<file path="src/rtl/div_int_pipe_hs.sv">
// Iterative signed/unsigned divider, STEPS_PER_CYCLE quotient bits per clock; latency ITER+2 (special cases 1).
// Single operation in flight: in_ready only in IDLE, result held in DONE until out_ready.
module div_int_pipe_hs #(
    parameter int DATA_WIDTH      = 32,
    parameter int STEPS_PER_CYCLE = 1
) (
    input  logic                  clock,
    input  logic                  reset,
    input  logic                  flush,
    input  logic                  in_valid,
    output logic                  in_ready,
    input  logic                  opcode,
    input  logic [DATA_WIDTH-1:0] dividend,
    input  logic [DATA_WIDTH-1:0] divisor,
    output logic                  out_valid,
    input  logic                  out_ready,
    output logic [DATA_WIDTH-1:0] quotient,
    output logic [DATA_WIDTH-1:0] remainder,
    output logic                  div_by_zero,
    output logic                  overflow
);
    localparam int W    = DATA_WIDTH;
    localparam int S    = STEPS_PER_CYCLE;
    localparam int ITER = W / S;
    localparam int CW   = (ITER > 1) ? $clog2(ITER) : 1;
    localparam logic [W-1:0] MIN_VAL = {1'b1, {(W-1){1'b0}}};

    typedef enum logic [1:0] {IDLE, CALC, FIX, DONE} state_t;

    state_t         state_q, state_d;
    logic [CW-1:0]  cnt_q;
    logic [W-1:0]   acc_q, acc_d;
    logic [W-1:0]   sh_q, sh_d;
    logic [W-1:0]   dvs_q;
    logic           negq_q, negr_q;
    logic [W-1:0]   quot_q, rmdr_q;
    logic           dz_q, ov_q;

    logic           a_neg, b_neg, is_dz, is_ov, accept;
    logic [W-1:0]   a_mag, b_mag;

    // Operand decode: magnitudes for the unsigned core, signs for the FIX correction.
    always_comb begin
        a_neg  = opcode & dividend[W-1];
        b_neg  = opcode & divisor[W-1];
        a_mag  = a_neg ? -dividend : dividend;
        b_mag  = b_neg ? -divisor : divisor;
        is_dz  = (divisor == '0);
        is_ov  = opcode & (dividend == MIN_VAL) & (divisor == '1);
        accept = in_valid & (state_q == IDLE);
    end

    // Restoring steps chained within one cycle; sh holds unconsumed dividend bits above new quotient bits.
    always_comb begin
        logic [W:0] shifted;
        logic [W:0] trial;
        acc_d = acc_q;
        sh_d  = sh_q;
        for (int i = 0; i < S; i++) begin
            shifted = {acc_d, sh_d[W-1]};
            trial   = shifted - {1'b0, dvs_q};
            sh_d    = {sh_d[W-2:0], ~trial[W]};
            acc_d   = trial[W] ? shifted[W-1:0] : trial[W-1:0];
        end
    end

    always_ff @(posedge clock or posedge reset) begin
        if (reset) begin
            state_q <= IDLE;
        end else begin
            state_q <= state_d;
        end
    end

    always_comb begin
        state_d = state_q;
        case (state_q)
            IDLE: if (accept) state_d = (is_dz | is_ov) ? DONE : CALC;
            CALC: if (cnt_q == CW'(ITER - 1)) state_d = FIX;
            FIX:  state_d = DONE;
            DONE: if (out_ready) state_d = IDLE;
            default: state_d = IDLE;
        endcase
        if (flush) state_d = IDLE;
    end

    always_comb begin
        in_ready    = (state_q == IDLE);
        out_valid   = (state_q == DONE);
        quotient    = quot_q;
        remainder   = rmdr_q;
        div_by_zero = dz_q;
        overflow    = ov_q;
    end

    always_ff @(posedge clock or posedge reset) begin
        if (reset) begin
            cnt_q  <= '0;
            acc_q  <= '0;
            sh_q   <= '0;
            dvs_q  <= '0;
            negq_q <= 1'b0;
            negr_q <= 1'b0;
            quot_q <= '0;
            rmdr_q <= '0;
            dz_q   <= 1'b0;
            ov_q   <= 1'b0;
        end else if (flush) begin
            cnt_q <= '0;
        end else begin
            case (state_q)
                IDLE: begin
                    if (accept) begin
                        dz_q   <= is_dz;
                        ov_q   <= is_ov;
                        cnt_q  <= '0;
                        acc_q  <= '0;
                        sh_q   <= a_mag;
                        dvs_q  <= b_mag;
                        negq_q <= a_neg ^ b_neg;
                        negr_q <= a_neg;
                        if (is_dz) begin
                            quot_q <= '1;
                            rmdr_q <= dividend;
                        end else if (is_ov) begin
                            quot_q <= MIN_VAL;
                            rmdr_q <= '0;
                        end
                    end
                end
                CALC: begin
                    acc_q <= acc_d;
                    sh_q  <= sh_d;
                    cnt_q <= (cnt_q == CW'(ITER - 1)) ? '0 : cnt_q + 1'b1;
                end
                FIX: begin
                    quot_q <= negq_q ? -sh_q : sh_q;
                    rmdr_q <= negr_q ? -acc_q : acc_q;
                end
                default: ;
            endcase
        end
    end
endmodule
</file>
<file path="config.mk">
export PLATFORM = sky130hd
export DESIGN_NAME = div_int_pipe_hs
export DESIGN_NICKNAME = d
export VERILOG_FILES = /design/src/rtl/div_int_pipe_hs.sv
export SDC_FILE = /design/constraint.sdc
export NUM_CORES = 1
export LEC_CHECK = 0
export CELL_PAD_IN_SITES_DETAIL_PLACEMENT = 2
export CELL_PAD_IN_SITES_GLOBAL_PLACEMENT = 2
export CORE_UTILIZATION = 30
export DETAILED_ROUTE_END_ITERATION = 6
export GPL_TIMING_DRIVEN = 0
export HOLD_SLACK_MARGIN = 0.12
export PLACE_DENSITY_LB_ADDON = 0.3
export SETUP_SLACK_MARGIN = 0.2
export SLEW_MARGIN = 15
export SYNTH_ARGS = -nofsm -noshare
export SYNTH_HDL_FRONTEND = slang
export SYNTH_SLANG_ARGS = --single-unit
</file>
<file path="constraint.sdc">
create_clock -name clock -period 13.24 [get_ports clock]
set_input_delay 1.324 -clock clock [delete_from_list [all_inputs] [get_ports clock]]
set_output_delay 1.324 -clock clock [all_outputs]
set_load 0.01 [all_outputs]
</file>
==> impl_metrics.env <==
export IMPL_status="finished clean"
export IMPL_mostFrequentLayoutCells="dfrtp_1, nand2_1, a21oi_1"
export IMPL_slowest_delay_ns=0.71
export IMPL_ctsRootBufferMaster="clkbuf_16"
export IMPL_finalSetupViolCount=0
export IMPL_routed_wl_microns=45000
export IMPL_synth_area_per_cell_sq_um=8.44
export IMPL_min_to="dvs_q[3]"
export IMPL_fin_nets=1675
export IMPL_grt_first_pass_wirelength_microns=72000
export IMPL_htree_levels=4
export IMPL_critical_path_startpoint="divisor[2]"
export IMPL_rsz0062_at_grt="false"
export IMPL_wl_met3_microns=896
export IMPL_syn_nets=1518
export IMPL_worst_pin_slew_ns=1.16
export IMPL_required_ns=13.57
export IMPL_fin_crit_sh_pct=39.9
export IMPL_power_density_mw_per_mm2=229
export IMPL_grt_antenna_before_repair=0
export IMPL_top_layer_used="met4"
export IMPL_syn_to_final_growth_pct=22.9
export IMPL_fp_dieW_microns=201
export IMPL_synthCells=1404
export IMPL_r2r_end="acc_q[9]"
export IMPL_io_pins=138
export IMPL_clk_path_buf_depth=2
export IMPL_skew_ns=0.0155
export IMPL_synthArstFlopShare_pct=100
export IMPL_cts_buffers=17
export IMPL_ys_top_cells_by_area="dfrtp_1, a21oi_1, o21ai_0"
export IMPL_placed_cell_area_sq_mm=0.0139
export IMPL_setup_ws_ns=7.96
export IMPL_cts_tree="built"
export IMPL_rrSetupSlack_ns=8.80
export IMPL_crit_arrival_ns=5.62
export IMPL_synth_largest_area_cell="dfrtp_1"
export IMPL_drt_iter0_markers=391
export IMPL_wl_met2_microns=23500
export IMPL_synth_seq_cells=171
export IMPL_fin_area_sq_mm=0.0146
export IMPL_insertedDiodeCount=0
export IMPL_power_leakage_uw=0.00606
export IMPL_worstSetupPathType="in2reg"
export IMPL_grt_usage_pct=22.9
export IMPL_stdcell_count=2091
export IMPL_drv_slew=0
export IMPL_grt_pass1_vias=12500
export IMPL_hold_path_cell_count=2
export IMPL_grt_max_degree=98
export IMPL_met1_length_microns=19700
export IMPL_path_max_fanout=10
export IMPL_drc_errors=0
export IMPL_path_cells="clkdlybuf4s50_1, nor4_1, and2_1, nand4_1, or3_4, nor4_2, o211ai_1, a21oi_4, buf_6, mux2_2"
export IMPL_yosysSeqAreaShare_pct=36.1
export IMPL_finalPower_uw=3330
export IMPL_cts_repair_resized=0
export IMPL_hold_viol=0
export IMPL_vdd_drop_max_mv=0.104
export IMPL_cap_violations=0
export IMPL_syn_area_sq_mm=0.0118
export IMPL_drtPass1Iterations=5
export IMPL_numClockSinks=171
export IMPL_synth_top_area_share_pct=36.1
export IMPL_via_per_inst=5.38
export IMPL_fin_setup_tns_ns=0
export IMPL_clk_pin_slew_ns=0.07
export IMPL_final_common_cell="dfrtp_1"
export IMPL_place_ws_ns=7.48
export IMPL_regToRegStartpoint="sh_q[31]"
export IMPL_die_area_sq_mm=0.0403
export IMPL_max_freq_mhz=189
export IMPL_min_from="dvs_q[3]"
export IMPL_num_rows=72
export IMPL_ctsHoldBuffers=0
export IMPL_via_count=11200
export IMPL_fin_crit_ns=5.28
export IMPL_routabilityCongestion=0.830
export IMPL_ys_flop_type="dfrtp_1"
export IMPL_synth_cell_types=66
export IMPL_dp_hpwl_microns=35800
export IMPL_wl_per_cell_microns=21.5
export IMPL_critPathSlowestCell="nor4_1"
export IMPL_insertion_delay_ns=0.45
export IMPL_dp_cells=2060
export IMPL_cp_end_kind="register"
export IMPL_drive_gt1_share_pct=5.66
export IMPL_synth_edff_count=0
export IMPL_reg2regPathDepth=13
export IMPL_final_antenna_net_count=0
export IMPL_grt_overflow_total=0
export IMPL_port_buffers=137
export IMPL_core_area_sq_mm=0.0388
export IMPL_relSlewSlack_pct=22.1
export IMPL_cts_setup_buffers=0
export IMPL_start_util_pct=30.5
export IMPL_die_h_microns=201
export IMPL_yosysWarnings=0
export IMPL_worst_hold_path_type="reg2reg"
export IMPL_cp_start_kind="input port"
## cells in the mapped netlist, drive strengths merged, types with 4 or more instances
cell	n
a21o	7
a21oi	153
a22o	4
a22oi	24
a31oi	10
and2	6
and3	10
buf	20
clkbuf	52
dfrtp	171
ha	43
inv	60
mux2	31
mux2i	32
nand2	165
nand2b	17
nand3	18
nand4	12
nor2	98
nor2b	8
nor3	23
nor4	14
o211ai	7
o21ai	149
o21bai	4
o221ai	4
o31ai	35
o41ai	13
or3	18
or4	16
xnor2	71
xor2	73
## worst max-delay path: cells and delay by family
| kind | cells | cell delay (ns) |
|---|---|---|
| AOI/OAI and AO/OA | 2 | 0.88 |
| buffers and inverters | 2 | 0.78 |
| muxes | 1 | 0.35 |
| and+or+nand+nor | 5 | 2.26 |
## final cells by class
type / count / area (sq um)
fillers: 4381 / 24300
clock buffers: 24 / 492
inverters: 60 / 233
repair buffers: 138 / 1400
clock inverters: 7 / 160
plain buffers: 72 / 314
flip-flops and latches: 171 / 4280
multi-input cells: 1101 / 7030
well taps: 518 / 648
## worst max path at each step
stage	cells after the start	slack [ns]	to
6_report	10	7.96	quotient[7]
5_1_grt	10	7.78	quotient[2]
4_1_cts	10	7.95	quotient[7]
2_1_floorplan	1	7.28	acc_q[0]
3_5_place_dp	10	7.48	quotient[2]
3_3_place_gp	2	4.52	dvs_q[21]
## layer usage
metal / vias up / global-route usage (%)
met1: 5745 / 27.7
met3: 40 / 2.32
met2: 162 / 42.6
li1: 5296 / -
met4: 0 / 6.13
met5: - / 0
## cells by family after synthesis
kind of cell             count (synthesis)  share of synthesized area, %
multiplexers                            63                          5.65
buffers and inverters                  132                          4.55
flip-flops                             171                          36.1
AO/OA/AOI/OAI                          434                          21.5
AND/OR/NAND/NOR                        416                          16.7
XOR/XNOR                               144                          10.7
adder cells (fa/ha/maj)                 44                          4.71
## flip-flops by register name (all words and copies together), names as in the netlist
register and cells:
overflow 1, sh_q 32, cnt_q 5, dvs_q 32
quotient 32, negq_q 1, div_by_zero 1, state_q 2
negr_q 1, acc_q 32, remainder 32
## power breakdown
group | internal, uW | total, uW | switching [uW]
registers | 711 | 927 | 215
clock network | 354 | 578 | 224
logic | 752 | 1820 | 1070
total | 1820 | 3330 | 1510
## through the flow
stage	hold WS (ns)	utilization, %
after floorplan	0.449	-
after global placement	0.466	35.7
after detailed placement	0.476	35.8
after CTS	0.491	37.5
after global routing	0.526	37.5
final	0.479	37.5
Note: power is estimated with default switching activity, not from simulation.
